===== config.mk =====
export PLATFORM = sky130hd
export DESIGN_NAME = pooling_forward_max
export DESIGN_NICKNAME = d
export VERILOG_FILES = /design/src/rtl/pool_pkg.sv /design/src/rtl/float_gt_cmp.sv /design/src/rtl/pooling_forward_max.sv
export SDC_FILE = /design/constraint.sdc
export NUM_CORES = 1
export LEC_CHECK = 0
export CAP_MARGIN = 20
export CORE_ASPECT_RATIO = 0.9
export CORE_UTILIZATION = 25
export CTS_BUF_LIST = sky130_fd_sc_hd__clkbuf_16
export CTS_CLUSTER_SIZE = 20
export DETAILED_ROUTE_END_ITERATION = 16
export PLACE_DENSITY = 0.47
export SLEW_MARGIN = 10
export SYNTH_ARGS = -nofsm -noshare
export SYNTH_HDL_FRONTEND = slang
export SYNTH_SLANG_ARGS = --single-unit

===== constraint.sdc =====
create_clock -name clk -period 7.11 [get_ports clk]
set_clock_uncertainty 0.2 [all_clocks]
set_input_delay 0.711 -clock clk [delete_from_list [all_inputs] [get_ports clk]]
set_output_delay 0.711 -clock clk [all_outputs]
set_load 0.02 [all_outputs]

===== src/rtl/pool_pkg.sv =====
// Shared definitions for the forward max-pooling reducer.
// Holds float/index widths, the NaN exponent pattern, the FSM state type
// and the NaN classifier used by both the comparator and the top level.
package pool_pkg;

   localparam int unsigned FLT_W = 32;
   localparam int unsigned IDX_W = 8;
   localparam logic [7:0]  FLT_EXP_MAX = 8'hFF;

   typedef enum logic [1:0] {
      IDLE = 2'd0,
      SCAN = 2'd1,
      DONE = 2'd2
   } pool_fwd_state_t;

   // NaN: all-ones exponent with a non-zero mantissa (infinities excluded)
   function automatic logic is_nan(input logic [FLT_W-1:0] v);
      return (v[30:23] == FLT_EXP_MAX) && (v[22:0] != 23'd0);
   endfunction

endpackage


===== src/rtl/float_gt_cmp.sv =====
// Combinational single-precision "a strictly greater than b" on raw bits.
// Ports:
//   a, b : FLT_W-bit IEEE-754 operands
//   gt   : 1 when a > b; -0 and +0 are equal; any NaN operand gives 0
module float_gt_cmp
   import pool_pkg::*;
(
   input  logic [FLT_W-1:0] a,
   input  logic [FLT_W-1:0] b,
   output logic             gt
);

   logic a_zero;
   logic b_zero;

   assign a_zero = (a[30:0] == 31'd0);
   assign b_zero = (b[30:0] == 31'd0);

   always_comb begin
      gt = 1'b0;
      if (is_nan(a) || is_nan(b)) begin
         gt = 1'b0;
      end else if (a_zero && b_zero) begin
         gt = 1'b0;                       // signed zeros tie
      end else if (a[31] != b[31]) begin
         gt = ~a[31];                     // positive beats negative
      end else if (!a[31]) begin
         gt = (a[30:0] > b[30:0]);
      end else begin
         gt = (a[30:0] < b[30:0]);        // both negative: smaller magnitude wins
      end
   end

endmodule


===== src/rtl/pooling_forward_max.sv =====
// Forward max-pooling reducer for one kernel window.
// Captures a K_SIZE vector of single-precision values, scans it one element
// per cycle, and returns the maximum plus its index for the backward pass.
// Ports:
//   clk, reset_n            : clock, async active-low reset
//   in_valid / in_ready     : window handshake (in_ready only in IDLE)
//   data_vect_in            : K_SIZE x FLT_W window values
//   out_valid / out_ready   : result handshake
//   max_flt, max_flt_idx    : result value and its index
//   nan_flag                : window held a NaN (only with POOL_FWD_NAN_FLAG_EN,
//                             otherwise constant 0)
module pooling_forward_max
   import pool_pkg::*;
#(
   parameter int unsigned K_W    = 3,
   parameter int unsigned K_H    = 3,
   parameter int unsigned K_SIZE = K_W * K_H
)(
   input  logic                         clk,
   input  logic                         reset_n,
   input  logic                         in_valid,
   output logic                         in_ready,
   input  logic [K_SIZE-1:0][FLT_W-1:0] data_vect_in,
   output logic                         out_valid,
   input  logic                         out_ready,
   output logic [FLT_W-1:0]             max_flt,
   output logic [IDX_W-1:0]             max_flt_idx,
   output logic                         nan_flag
);

   localparam int unsigned CNT_W = (K_SIZE > 1) ? $clog2(K_SIZE) : 1;
   localparam logic [CNT_W-1:0] CNT_LAST = CNT_W'(K_SIZE - 1);

   pool_fwd_state_t             state_q, state_d;
   logic [K_SIZE-1:0][FLT_W-1:0] data_q, data_d;
   logic [CNT_W-1:0]            cnt_q, cnt_d;
   logic [FLT_W-1:0]            max_q, max_d;
   logic [IDX_W-1:0]            idx_q, idx_d;
   logic                        in_ready_q, in_ready_d;
   logic                        out_valid_q, out_valid_d;

   logic [FLT_W-1:0] cur_elem;
   logic             cur_gt;
   logic             accept;
   logic             upd;

   assign cur_elem = data_q[cnt_q];
   assign accept   = in_valid && in_ready_q;

   float_gt_cmp u_cmp (
      .a  (cur_elem),
      .b  (max_q),
      .gt (cur_gt)
   );

   // A NaN held from element 0 is displaced by the first non-NaN element.
   assign upd = cur_gt || (is_nan(max_q) && !is_nan(cur_elem));

   always_comb begin
      state_d     = state_q;
      data_d      = data_q;
      cnt_d       = cnt_q;
      max_d       = max_q;
      idx_d       = idx_q;
      out_valid_d = out_valid_q;
      case (state_q)
         IDLE: begin
            if (accept) begin
               data_d  = data_vect_in;
               max_d   = data_vect_in[0];
               idx_d   = '0;
               cnt_d   = CNT_W'(1);
               state_d = (K_SIZE > 1) ? SCAN : DONE;
            end
         end
         SCAN: begin
            if (upd) begin
               max_d = cur_elem;
               idx_d = IDX_W'(cnt_q);
            end
            if (cnt_q == CNT_LAST) begin
               state_d     = DONE;
               out_valid_d = 1'b1;
            end else begin
               cnt_d = cnt_q + CNT_W'(1);
            end
         end
         DONE: begin
            // Single-element windows enter DONE straight from IDLE, so
            // out_valid rises one edge later here.
            out_valid_d = 1'b1;
            if (out_valid_q && out_ready) begin
               state_d     = IDLE;
               out_valid_d = 1'b0;
            end
         end
         default: begin
            state_d     = IDLE;
            out_valid_d = 1'b0;
         end
      endcase
      in_ready_d = (state_d == IDLE);
   end

   always_ff @(posedge clk or negedge reset_n) begin
      if (!reset_n) begin
         state_q     <= IDLE;
         data_q      <= '0;
         cnt_q       <= '0;
         max_q       <= '0;
         idx_q       <= '0;
         in_ready_q  <= 1'b0;
         out_valid_q <= 1'b0;
      end else begin
         state_q     <= state_d;
         data_q      <= data_d;
         cnt_q       <= cnt_d;
         max_q       <= max_d;
         idx_q       <= idx_d;
         in_ready_q  <= in_ready_d;
         out_valid_q <= out_valid_d;
      end
   end

   assign in_ready    = in_ready_q;
   assign out_valid   = out_valid_q;
   assign max_flt     = max_q;
   assign max_flt_idx = idx_q;

`ifdef POOL_FWD_NAN_FLAG_EN
   logic nan_flag_q, nan_flag_d;

   // Accumulated as the scan visits each element; restarts on acceptance.
   always_comb begin
      nan_flag_d = nan_flag_q;
      if (state_q == IDLE && accept) begin
         nan_flag_d = is_nan(data_vect_in[0]);
      end else if (state_q == SCAN) begin
         nan_flag_d = nan_flag_q | is_nan(cur_elem);
      end
   end

   always_ff @(posedge clk or negedge reset_n) begin
      if (!reset_n) begin
         nan_flag_q <= 1'b0;
      end else begin
         nan_flag_q <= nan_flag_d;
      end
   end

   assign nan_flag = nan_flag_q;
`else
   assign nan_flag = 1'b0;
`endif

endmodule


Word-level counts from Yosys, hierarchy flattened
Index checks and enable logic that the tools add are counted.
W data, S select, Z words.
{"block": "word_totals", "ff_bits": 336, "inputBits": 292, "out_inout_bits": 43, "elab_cells": 73}
{"block": "classes", "n_addsub": 1, "magnitude_cmp": 3, "n_eq_ne": 10, "n_mux": 22, "n_bitwise": 2, "n_reduce_logical": 20}
{"operator": "$bmux W32 S4", "n": 1}
{"operator": "$mux W32", "n": 3}
{"operator": "$pmux W32 S2", "n": 1}
{"operator": "$logic_not A31 Y1", "n": 2}
{"operator": "$reduce_bool A23 Y1", "n": 2}
{"operator": "$gt A31 B31 Y1", "n": 1}
{"operator": "$lt A31 B31 Y1", "n": 1}
{"operator": "$eq A8 B8 Y1 const B", "n": 2}
{"operator": "$mux W8", "n": 2}
{"operator": "$pmux W8 S2", "n": 1}
{"operator": "$mux W4", "n": 2}
{"operator": "$ne A2 B2 Y1 const B", "n": 4}
{"operator": "$pmux W4 S2", "n": 1}
{"operator": "$logic_and A1 B1 Y1", "n": 6}
{"operator": "$mux W1", "n": 6}
{"operator": "$mux W2", "n": 3}
{"operator": "$pmux W2 S3", "n": 1}
{"operator": "$reduce_and A3 Y1", "n": 2}
{"operator": "$lt A4 B5 Y1 const B", "n": 1}
{"operator": "$add A4 B1 Y4 const B", "n": 1}
{"operator": "$eq A4 B4 Y1 const B", "n": 1}
{"operator": "$logic_not A2 Y1", "n": 2}
{"operator": "$reduce_and A2 Y1", "n": 2}
{"operator": "$pmux W1 S3", "n": 1}
{"operator": "7 further kinds", "n": 9}

Depth between registers and ports, before layout
Gate-level depths: netlist of the first run.
{"block": "logic_depth", "ltp_word": 10, "mapped_depth": 22, "mapped_depth_nobuf": 15}

Hierarchy
A second synthesis of the first run with hierarchy kept.
{"block": "unflattened", "cells_unflattened": 1274, "hier_area_um2": 16547.1}
{"module": "pooling_forward_max", "instances": 1, "cells_per_inst": 1130, "area_per_inst_um2": 15549.9, "seq_area_each_um2": 8308.0}
{"module": "float_gt_cmp", "instances": 1, "cells_per_inst": 144, "area_per_inst_um2": 997.2, "seq_area_each_um2": 0.0}

Worst setup path before layout of the first run
OpenSTA, ideal clock, no wires.
{"block": "synth_path", "path_kind": "reg-to-reg", "startpoint": "register cnt_q[0]", "endpoint": "register max_q[0], in the netlist max_flt[0]", "setup_ns": 0.128, "arrival_time_ns": 3.876, "t_required_ns": 6.782, "path_slack_ns": 2.907, "path_stages_with_launch": 21, "path_buffers": 5, "synth_period_minus_slack_ns": 4.203, "cell_sequence": "dfrtp_1 -> buf_6 -> buf_6 -> buf_6 -> buf_6 -> mux4_2 -> nor2_1 -> nor3_1 -> a21oi_1 -> inv_1 -> ha_1 -> nand4_1 -> nor3_1 -> inv_1 -> nor3_1 -> and3_1 -> a31oi_1 -> o2111a_1 -> o311ai_2 -> buf_6 -> mux2_1"}
{"block": "synth_between", "elab_chain_cells": 10, "word_cells_on_any_way": 23, "classes_between": "2 x order compare; 3 x eq/ne; 8 x mux; 1 x bitwise; 9 x reduce/logical"}
{"element": "start: declaration", "line_no": "pooling_forward_max.sv:36", "source": "logic [CNT_W-1:0] cnt_q, cnt_d;"}
{"element": "start signal: assignment", "line_no": "pooling_forward_max.sv:117", "source": "cnt_q <= cnt_d;"}
{"element": "$bmux W32 S4 *", "line_no": "pooling_forward_max.sv:47", "source": "assign cur_elem = data_q[cnt_q];"}
{"element": "$mux W32 (not written as such) *", "line_no": "pooling_forward_max.sv:47"}
{"element": "$gt A31 B31 Y1 / $lt A31 B31 Y1 (equally long branches)", "line_no": "float_gt_cmp.sv:28, float_gt_cmp.sv:30"}
{"element": "$mux W1", "line_no": "float_gt_cmp.sv:27", "source": "end else if (!a[31]) begin"}
{"element": "$mux W1", "line_no": "float_gt_cmp.sv:25", "source": "end else if (a[31] != b[31]) begin"}
{"element": "$mux W1", "line_no": "float_gt_cmp.sv:23", "source": "end else if (a_zero && b_zero) begin"}
{"element": "$mux W1", "line_no": "float_gt_cmp.sv:21", "source": "if (is_nan(a) || is_nan(b)) begin"}
{"element": "$logic_or A1 B1 Y1", "line_no": "pooling_forward_max.sv:57", "source": "assign upd = cur_gt || (is_nan(max_q) && !is_nan(cur_elem));"}
{"element": "$ne A2 B2 Y1 (no line)"}
{"element": "$reduce_and A3 Y1 (no line)"}
{"element": "end signal: assignment", "line_no": "pooling_forward_max.sv:118", "source": "max_q <= max_d;"}
{"element": "end: declaration", "line_no": "pooling_forward_max.sv:37", "source": "logic [FLT_W-1:0] max_q, max_d;"}
Every way passes the cells marked *; elsewhere a longest branch is shown, timed or not. The select of a mux whose other input is x is not followed.
A chain may end at the register's enable or synchronous reset.

Worst setup path after layout of the first run
{"block": "layout_path", "startpoint": "register cnt_q[1]", "endpoint": "register max_q[31], in the netlist max_flt[31]"}
Same word-level chain as after synthesis.

==> results of run 1 <==
-- final cells by class --
type	instances	share of cell area, %
clock buffers	43	4.99
clock inverters	28	0.795
inverters	47	0.819
multi-input cells	1319	33.6
flip-flops and latches	332	38.6
well taps	855	4.96
repair buffers	349	16.2
-- logic make-up (layout without fill, tap and decap cells) --
logic type      after synthesis  after routing  synth area share, %
simple gates               1014           1014                 24.2
flops                       332            332                 51.1
buf+inv                     158            467                 4.75
mux                         153            153                 12.4
compound gates              108            108                 4.54
fa+ha+maj                    37             37                 2.85
xor+xnor                      2              2                0.108
other cells                   1              5               0.0231
-- metal layers --
layer	vias up	track usage, %
met5	-	0
met4	6	3.99
met3	63	4.36
met2	330	28.5
met1	6638	25.8
li1	6418	-
-- per-stage QoR --
stage	cells	utilization, %	hold WS [ns]
2_1_floorplan	1809	-	0.215
3_3_place_gp	2900	31.6	0.253
3_5_place_dp	2901	31.6	0.257
4_1_cts	2972	33.5	0.0359
5_1_grt	2973	33.6	0.0429
6_report	2973	33.6	-0.00894
-- power by group through the flow --
stage	sequential [mW]	combinational, mW	clock (mW)
CTS	3.46	4.58	2.06
floorplan	3.30	3.04	0
global placement	3.46	4.49	0
detailed placement	3.47	4.56	0
finish	3.44	4.54	2.00
global route	3.57	5.04	2.13
-- worst paths after layout --
| check | to | slack, ns | cells past startpoint |
|---|---|---|---|
| hold reg to reg | data_q[153] | 0.26 | 2 |
| min in group clk | data_q[153] | 0.26 | 2 |
| max in group asynchronous | data_q[176] | 5.25 | 2 |
| setup reg to reg | max_flt[31] | 1.47 | 14 |
| setup / recovery | max_flt[31] | 1.47 | 14 |
| hold / removal | data_q[35] | -0.009 | 1 |
-- placed cells by master, fill, tap and decap left out, types with 4 or more instances in the layout --
cell type	n
inv_1	57
nor4_1	14
nor3_1	8
clkinv_2	4
clkdlybuf4s50_1	328
nand2_1	914
mux4_2	33
clkinv_1	10
nor2_1	45
o21ai_0	13
a211oi_1	8
conb_1	5
a21oi_1	12
nand3_1	4
clkbuf_16	43
dfrtp_1	330
o31ai_1	29
mux2_2	44
o22ai_1	28
mux2_1	15
a21o_1	5
mux2i_1	60
ha_1	36
buf_4	16
nand4_1	11
nor2b_1	8
-- state kept, by name, summed over array words and instances, names as in the netlist --
| name | cells |
|---|---|
| data_q | 288 |
| max_flt | 32 |
| cnt_q | 4 |
| max_flt_idx | 4 |
| state_q | 2 |
| in_ready | 1 |
| out_valid | 1 |
==> metrics.txt, run 1 <==
status complete, but fails checks; failing checks hold timing; initial antenna violation count 3; DRT Wirelength 60700 um; hold slack final -0.00894 ns; crit share post-route 79.3%; WS Path Type register to register; M1 WL 28600 um; Final Instance Area 21600 sq um; Nets 2419; dpl cell area 20300 sq um; routability cong. 0.903; Critical Path, Cell by Cell buf_4 > nand2b_2 > o22ai_1 > o31ai_1 > ha_1 > a211oi_1 > nor2_1 > o31ai_1 > o211ai_1 > a211o_1 > o2111a_1 > o311ai_4 > buf_4 > mux2_1; clock edge transition at the registers on the reported setup and hold paths 0.06 ns; Internal Power 5.82 mW; register area about 8300 sq um; highest routing layer actually used met5; fraction of layout cells with a size suffix above 1 7.46%; DRT Pass-1 Iters 5; die height 244 um; I/O Pins 335; Num CTS Buffers 41; Final Hold Vio Count 4; Buf/Inv on CP 2; Worst Path Required 7.35 ns; First DRT Iteration DRCs between 900 and 1000; hold-fix buffers at CTS 0; Crit. Startpoint cnt_q[1]; area share of the largest cell type after synthesis 51.1%; RSZ-0062 raised after global routing no; Post-synth top flop dfrtp_1; P_sw between 4 and 5 mW; WL/cell 20.4 um; total gr overflow 0; measured slew at the worst slew-check pin approximately 1.1 ns; slowest library cell on the worst path nand2b_2; Initial Util approximately a quarter; Antenna Cells 0; synthesized flop and latch total 332; Vias per Instance approximately 4.5; total die area 66100 sq um; vias in the first global route 14200; CP max stage delay around 0.80 ns; pre-CTS setup slack 1.36 ns; minimum clock period after layout 5.64 ns; first-pass GRT wire length 91300 um; DR vias 13500; Fill cells about 6600; most numerous cell in the Yosys netlist nand2_1; site row count 88; postcts setup bufs 0; Layout area overhead 32.5%; top post-synthesis cells by area dfrtp_1 (51%), nand2_1 (21%), mux4_2 (4.6%), mux2i_1 (3.7%), mux2_2 (3.0%); Worst setup EP type register; max cap viols 0; Port Buffers 329; Hold Path Class input port to async pin; maximum VDD drop approximately 0.00015 V; Seq pwr share 34.5%; wire length on met3 3610 um; met2 WL 27400 um; Fmax achieved approximately 180 MHz; number of synthesized flops with an enable pin 0; Syn Inst Count 1805; Post-Syn Area per Cell between 9 and 10 sq um; maximum number of pins on one net before global-route repair ~200; Slew HR roughly 28%; final worst slack around 1.5 ns; GR Util All Layers 18.4%; Synth async-reset ratio 100%; reg-to-reg startpoint cnt_q[1]; H-tree Lvls 2; CP arrival 5.88 ns; ANT nets after route 0; post-CTS sizing 0; Ys Warns 0; CP Launch Type register; sw frac between 40% and 50%; synthesized area 16300 sq um; register area share after synthesis between 50 and 60%; CP top delay family compound AO/OA/AOI/OAI gates; setup violators final 0; Comb power frac 45.5%; CTS tree yes; Total Power 9.98 mW; Skew-Pair Late Insertion Delay 0.58 ns; Leak Pwr 10.4 nW; Root Driver clkbuf_16; number of remaining DRC errors 0; Critical Path Fanout Max 39; clk buf depth 3; Post-Route Setup TNS 0 ns; CTS Sinks 332; top cells by count, synth nand2_1 (914), dfrtp_1 (332), clkbuf_1 (75), mux2i_1 (60), inv_1 (47); area leader, netlist dfrtp_1; core area 64200 sq um; pwr/cell area 463 nW/um^2; Final HPWL DP 44900 um; Final Max Slew Viols 0; area of the multi-input gates around 7200 sq um; Die W between 200 and 300 um; Distinct cells, synth 46; Clock power frac between 20% and 30%
(Power assumes the default switching activity.)
==> run 2: changes to the inputs <==
- clock period: 7.11 -> 5.76 ns (I/O delays scaled with it)
==> metrics.txt, run 2 (same netlist as run 1, synthesis figures left out) <==
DRT Wirelength 61700 um; CP arrival 5.49 ns; First DRT Iteration DRCs 886; Critical Path, Cell by Cell buf_12 > mux4_2 > nor2_1 > o31ai_1 > ha_1 > nand4_1 > nor3_1 > inv_1 > nor3_1 > and3_1 > a31oi_1 > o2111a_1 > o311ai_4 > buf_12 > mux2i_1; Levels on crit path 15; Slew HR 29.5%; WHS Path Cells 2; reg-to-reg startpoint cnt_q[0]; Final Max Slew Viols 0; most frequent cells in the layout nand2_1 (914), dfrtp_1 (330), clkdlybuf4s50_1 (328), mux2i_1 (60), inv_1 (56); status finished clean; CTS tree yes; Fmax achieved 191 MHz; WL/cell 20.7 um; Buf/Inv on CP 3; commonest non-fill, non-tap cell in the layout nand2_1; H-tree Lvls 2; Die W 271 um; initial antenna violation count 8; Skew-Pair Late Insertion Delay 0.57 ns; Final HPWL DP ~46000 um; measured slew at the worst slew-check pin 1.06 ns; number of remaining DRC errors 0; GR Util All Layers 18.5%; max cap viols 0; WS Path Type register to register; total die area roughly 66000 sq um; DRT Pass-1 Iters 5; pwr/cell area 575 nW/um^2; Fill cells 6611; Reg2Reg Depth 15; CP max stage delay 0.93 ns; Worst Path Required 6.02 ns; reg2reg setup slack 0.53 ns; Hold Path Class register to register; Critical Path Fanout Max 39; minimum clock period after layout between 5 and 6 ns; Port Buffers 329; Finished Core Util 33.9%; Vias per Instance 4.53; setup violators final 0; slowest library cell on the worst path dfrtp_4; Post-Route Setup TNS 0 ns; first-pass GRT wire length 92000 um; CP top delay family simple AND/OR/NAND/NOR gates; Nets 2426; routability cong. slightly below 0.9; fraction of layout cells with a size suffix above 1 7.89%; Num CTS Buffers 42; die height 244 um; CP Launch Type register; site row count between 80 and 90; HP Start data_q[180]; Final Hold Vio Count 0; maximum VDD drop 0.000442 V; Layout area overhead 33.6%; largest register by flop count data_q; maximum number of pins on one net before global-route repair around 190; core area roughly 64000 sq um; Crit. Startpoint cnt_q[0]; vias in the first global route 14100; crit share post-route 90.7%; CTS Sinks 332; ANT nets after route 0; I/O Pins ~340; clk buf depth 3; max reg flops 288; Initial Util about a quarter; clock edge transition at the registers on the reported setup and hold paths ~0.060 ns; Root Driver clkbuf_16; Worst setup EP type register; DR vias 13500; total gr overflow 0; RSZ-0062 raised after global routing no; Leak Pwr between 10 and 15 nW
-- run 2: through the flow --
step           cells  cell area, sq um  setup WS (ns)  power (mW)  hold slack (ns)
6_report        2986             21700          0.535        12.5            0.271
5_1_grt         2985             21700          0.165        13.4            0.287
4_1_cts         2984             21700          0.432        12.7            0.273
3_5_place_dp    2907             20400          0.520        9.97            0.259
3_3_place_gp    2907             20400          0.568        9.92            0.252
2_1_floorplan   1809             16300           1.56        7.82           0.0804
-- run 2: worst reg2reg max path: stages, from the launching register on --
cell and delay, ns:
dfrtp_4 0.93, buf_12 0.34, mux4_2 0.56, nor2_1 0.21
o31ai_1 0.22, ha_1 0.36, nand4_1 0.10, nor3_1 0.25
inv_1 0.08, nor3_1 0.38, and3_1 0.23, a31oi_1 0.05
o2111a_1 0.19, o311ai_4 0.49, buf_12 0.29, mux2i_1 0.25
-- run 2: power by group --
part / leakage, nW / switching (mW) / internal [mW]
clock: 0.684 / 1.06 / 1.53
sequential: 4.11 / 0.840 / 3.46
combinational: 5.71 / 3.27 / 2.35
-- run 2: cell type report --
cell class / count / area (sq um) / share of cell area [%]
inverters: 47 / 176 / 0.812
repair buffers: 355 / 3600 / 16.5
clock inverters: 33 / 250 / 1.15
clock buffers: 43 / 1080 / 4.95
multi-input cells: 1319 / 7240 / 33.3
flip-flops and latches: 332 / 8310 / 38.3
diodes: 2 / 5.00 / 0.0230
well taps: 855 / 1070 / 4.92
-- run 2: path summary, 6_finish.rpt --
kind,to
max,max_flt[5]
min,data_q[180]
max reg2reg,max_flt[5]
min reg2reg,data_q[180]
max in group asynchronous,data_q[177]
min in group asynchronous,data_q[102]
-- run 2: routing by layer --
metal / up-vias / wire length, um / global-route usage, %
met5: - / 70 / 0
met4: 12 / 1550 / 5.52
met3: 76 / 3580 / 4.20
met2: 304 / 27200 / 28.1
met1: 6689 / 29300 / 26.2
li1: 6441 / - / -
-- run 2: timing repair --
item                                   CTS  global route
endpoints found under the hold margin   86             0
resized for setup                        0             0
setup buffers                            0             0
hold buffers                             1             0
==> run 3: changes to the inputs <==
- CORE_UTILIZATION: 25 -> 45
- CTS_CLUSTER_SIZE: 20 -> unset
- PLACE_DENSITY: 0.47 -> 0.74
==> metrics.txt, run 3 (same netlist as run 1, synthesis figures left out) <==
Nets 2418; core area 35300 sq um; dpl cell area 19900 sq um; CP max stage delay 0.86 ns; maximum number of pins on one net before global-route repair ~170; crit share post-route about nine tenths; Final Hold Vio Count 0; Reg2Reg Depth 15; Final HPWL DP around 38000 um; minimum clock period after layout 5.21 ns; Initial Util between 40 and 50%; DRT Wirelength slightly above 50000 um; CP Launch Type register; hold-fix buffers at CTS 1; Vias per Instance 5.33; ANT nets after route 0; status finished clean; Comb power frac 45.3%; HP Start data_q[169]; I/O Pins 335; P_sw 4.96 mW; Root Driver clkbuf_16; CP top delay family compound AO/OA/AOI/OAI gates; postcts setup bufs 0; max reg flops 288; die height 182 um; setup violators final 0; total die area 36900 sq um; clock edge transition at the registers on the reported setup and hold paths 0.06 ns; total gr overflow 0; pwr/cell area roughly 570 nW/um^2; routability cong. 0.882; reg-to-reg endpoint max_flt[4]; Layout area overhead 29.6%; largest register by flop count data_q; Internal Power 7.15 mW; worst hold endpoint data_q[169]; Post-Route Setup TNS 0 ns; CTS Sinks 332; GR Util All Layers 27.9%; Die W 202 um; Final Instance Area 21100 sq um; Leak Pwr 10.4 nW; First DRT Iteration DRCs 1190; Skew-Pair Late Insertion Delay 0.54 ns; measured slew at the worst slew-check pin ~1.0 ns; first-pass GRT wire length between 70000 and 80000 um; fraction of layout cells with a size suffix above 1 7.42%; Final Max Slew Viols 0; clk buf depth 3; max cap viols 0; reg-to-reg startpoint cnt_q[0]; DR vias 13800; RSZ-0062 raised after global routing no; site row count 65; WS Path Type register to register; Fill cells 3033; Num CTS Buffers 37; sw frac around two fifths; most frequent cells in the layout nand2_1 (914), dfrtp_1 (330), clkdlybuf4s50_1 (328), mux2i_1 (60), inv_1 (58); Seq pwr share between 30% and 40%; Buf/Inv on CP 2; CP arrival 5.45 ns; number of remaining DRC errors 0; Worst Path Required 6.00 ns; initial antenna violation count 1; reg2reg setup slack roughly 0.55 ns; Port Buffers about 330; slowest library cell on the worst path dfrtp_4; Hold Path Class register to register; CTS tree yes; Worst setup EP type register; post-CTS sizing 0; DRT Pass-1 Iters 7; vias in the first global route about 14000; WHS Path Cells 2; Critical Path Fanout Max 42; WL/cell 19.9 um; Slew HR between 30% and 40%; Clock power frac 19.1%; commonest non-fill, non-tap cell in the layout nand2_1; maximum VDD drop 0.000272 V; Critical Path, Cell by Cell buf_12 > mux2_2 > o22ai_1 > o31ai_1 > ha_1 > nor2b_1 > o21ai_0 > a21oi_1 > o31ai_1 > o211ai_1 > a211o_1 > o2111a_1 > o311ai_4 > buf_12 > mux2i_1; Fmax achieved approximately 190 MHz; H-tree Lvls 2
-- run 3: changes by cell type in the layout (fill, tap and decap cells not counted), sizes merged --
cell,previous run,this run
diode,2,1
bufinv,4,3
buf,26,23
clkbuf,43,38
inv,57,60
clkinv,18,12
clkinvlp,1,0
-- run 3: stage by stage --
step	power, mW	worst slack, ns	instances	utilization [%]	hold slack, ns
2_1_floorplan	7.82	1.56	1809	-	0.0804
3_3_place_gp	9.64	0.613	2518	56.4	0.250
3_5_place_dp	9.77	0.569	2518	56.4	0.258
4_1_cts	12.1	0.552	2585	59.7	0.274
5_1_grt	12.9	0.215	2585	59.7	0.283
6_report	12.1	0.546	2586	59.7	0.271
-- run 3: final cells by class --
type / count / area (sq um) / share of cell area [%]
Tap cell: 469 / 587 / 2.78
Clock inverter: 28 / 226 / 1.07
Antenna cell: 1 / 2.50 / 0.0119
Multi-Input combinational cell: 1319 / 7240 / 34.3
Timing Repair Buffer: 352 / 3590 / 17.0
Clock buffer: 38 / 951 / 4.51
Sequential cell: 332 / 8310 / 39.4
Inverter: 47 / 176 / 0.837
-- run 3: worst reg2reg max path, stage by stage (launching register included) --
cell and delay, ns:
dfrtp_4 0.86, buf_12 0.39, mux2_2 0.22, o22ai_1 0.08, o31ai_1 0.56, ha_1 0.36, nor2b_1 0.13, o21ai_0 0.14
a21oi_1 0.09, o31ai_1 0.33, o211ai_1 0.18, a211o_1 0.32, o2111a_1 0.14, o311ai_4 0.66, buf_12 0.26, mux2i_1 0.22
-- run 3: worst max-delay path by stage --
stage | endpoint | cells after the start | start | slack (ns)
floorplan | max_flt[0] | 20 | cnt_q[0] | 1.56
global placement | max_flt[7] | 14 | cnt_q[0] | 0.61
detailed placement | max_flt[2] | 17 | cnt_q[0] | 0.57
CTS | max_flt_idx[3] | 14 | cnt_q[0] | 0.55
global route | max_flt_idx[0] | 14 | cnt_q[0] | 0.21
finish | max_flt[4] | 15 | cnt_q[0] | 0.55
-- run 3: per-layer routing --
| layer | up-vias | GRT usage [%] | part of all wire (%) |
|---|---|---|---|
| met1 | 6677 | 41.0 | 45 |
| li1 | 6425 | - | - |
| met2 | 576 | 40.6 | 43 |
| met3 | 102 | 5.57 | 7.8 |
| met4 | 2 | 11.0 | 3.8 |
| met5 | - | 0 | 0.025 |
-- run 3: power groups by stage --
stage / registers, mW / clock network (mW) / logic, mW
3_3_place_gp: 4.30 / 0 / 5.34
2_1_floorplan: 4.07 / 0 / 3.75
3_5_place_dp: 4.32 / 0 / 5.45
6_report: 4.31 / 2.31 / 5.49
4_1_cts: 4.30 / 2.35 / 5.49
5_1_grt: 4.43 / 2.44 / 6.05
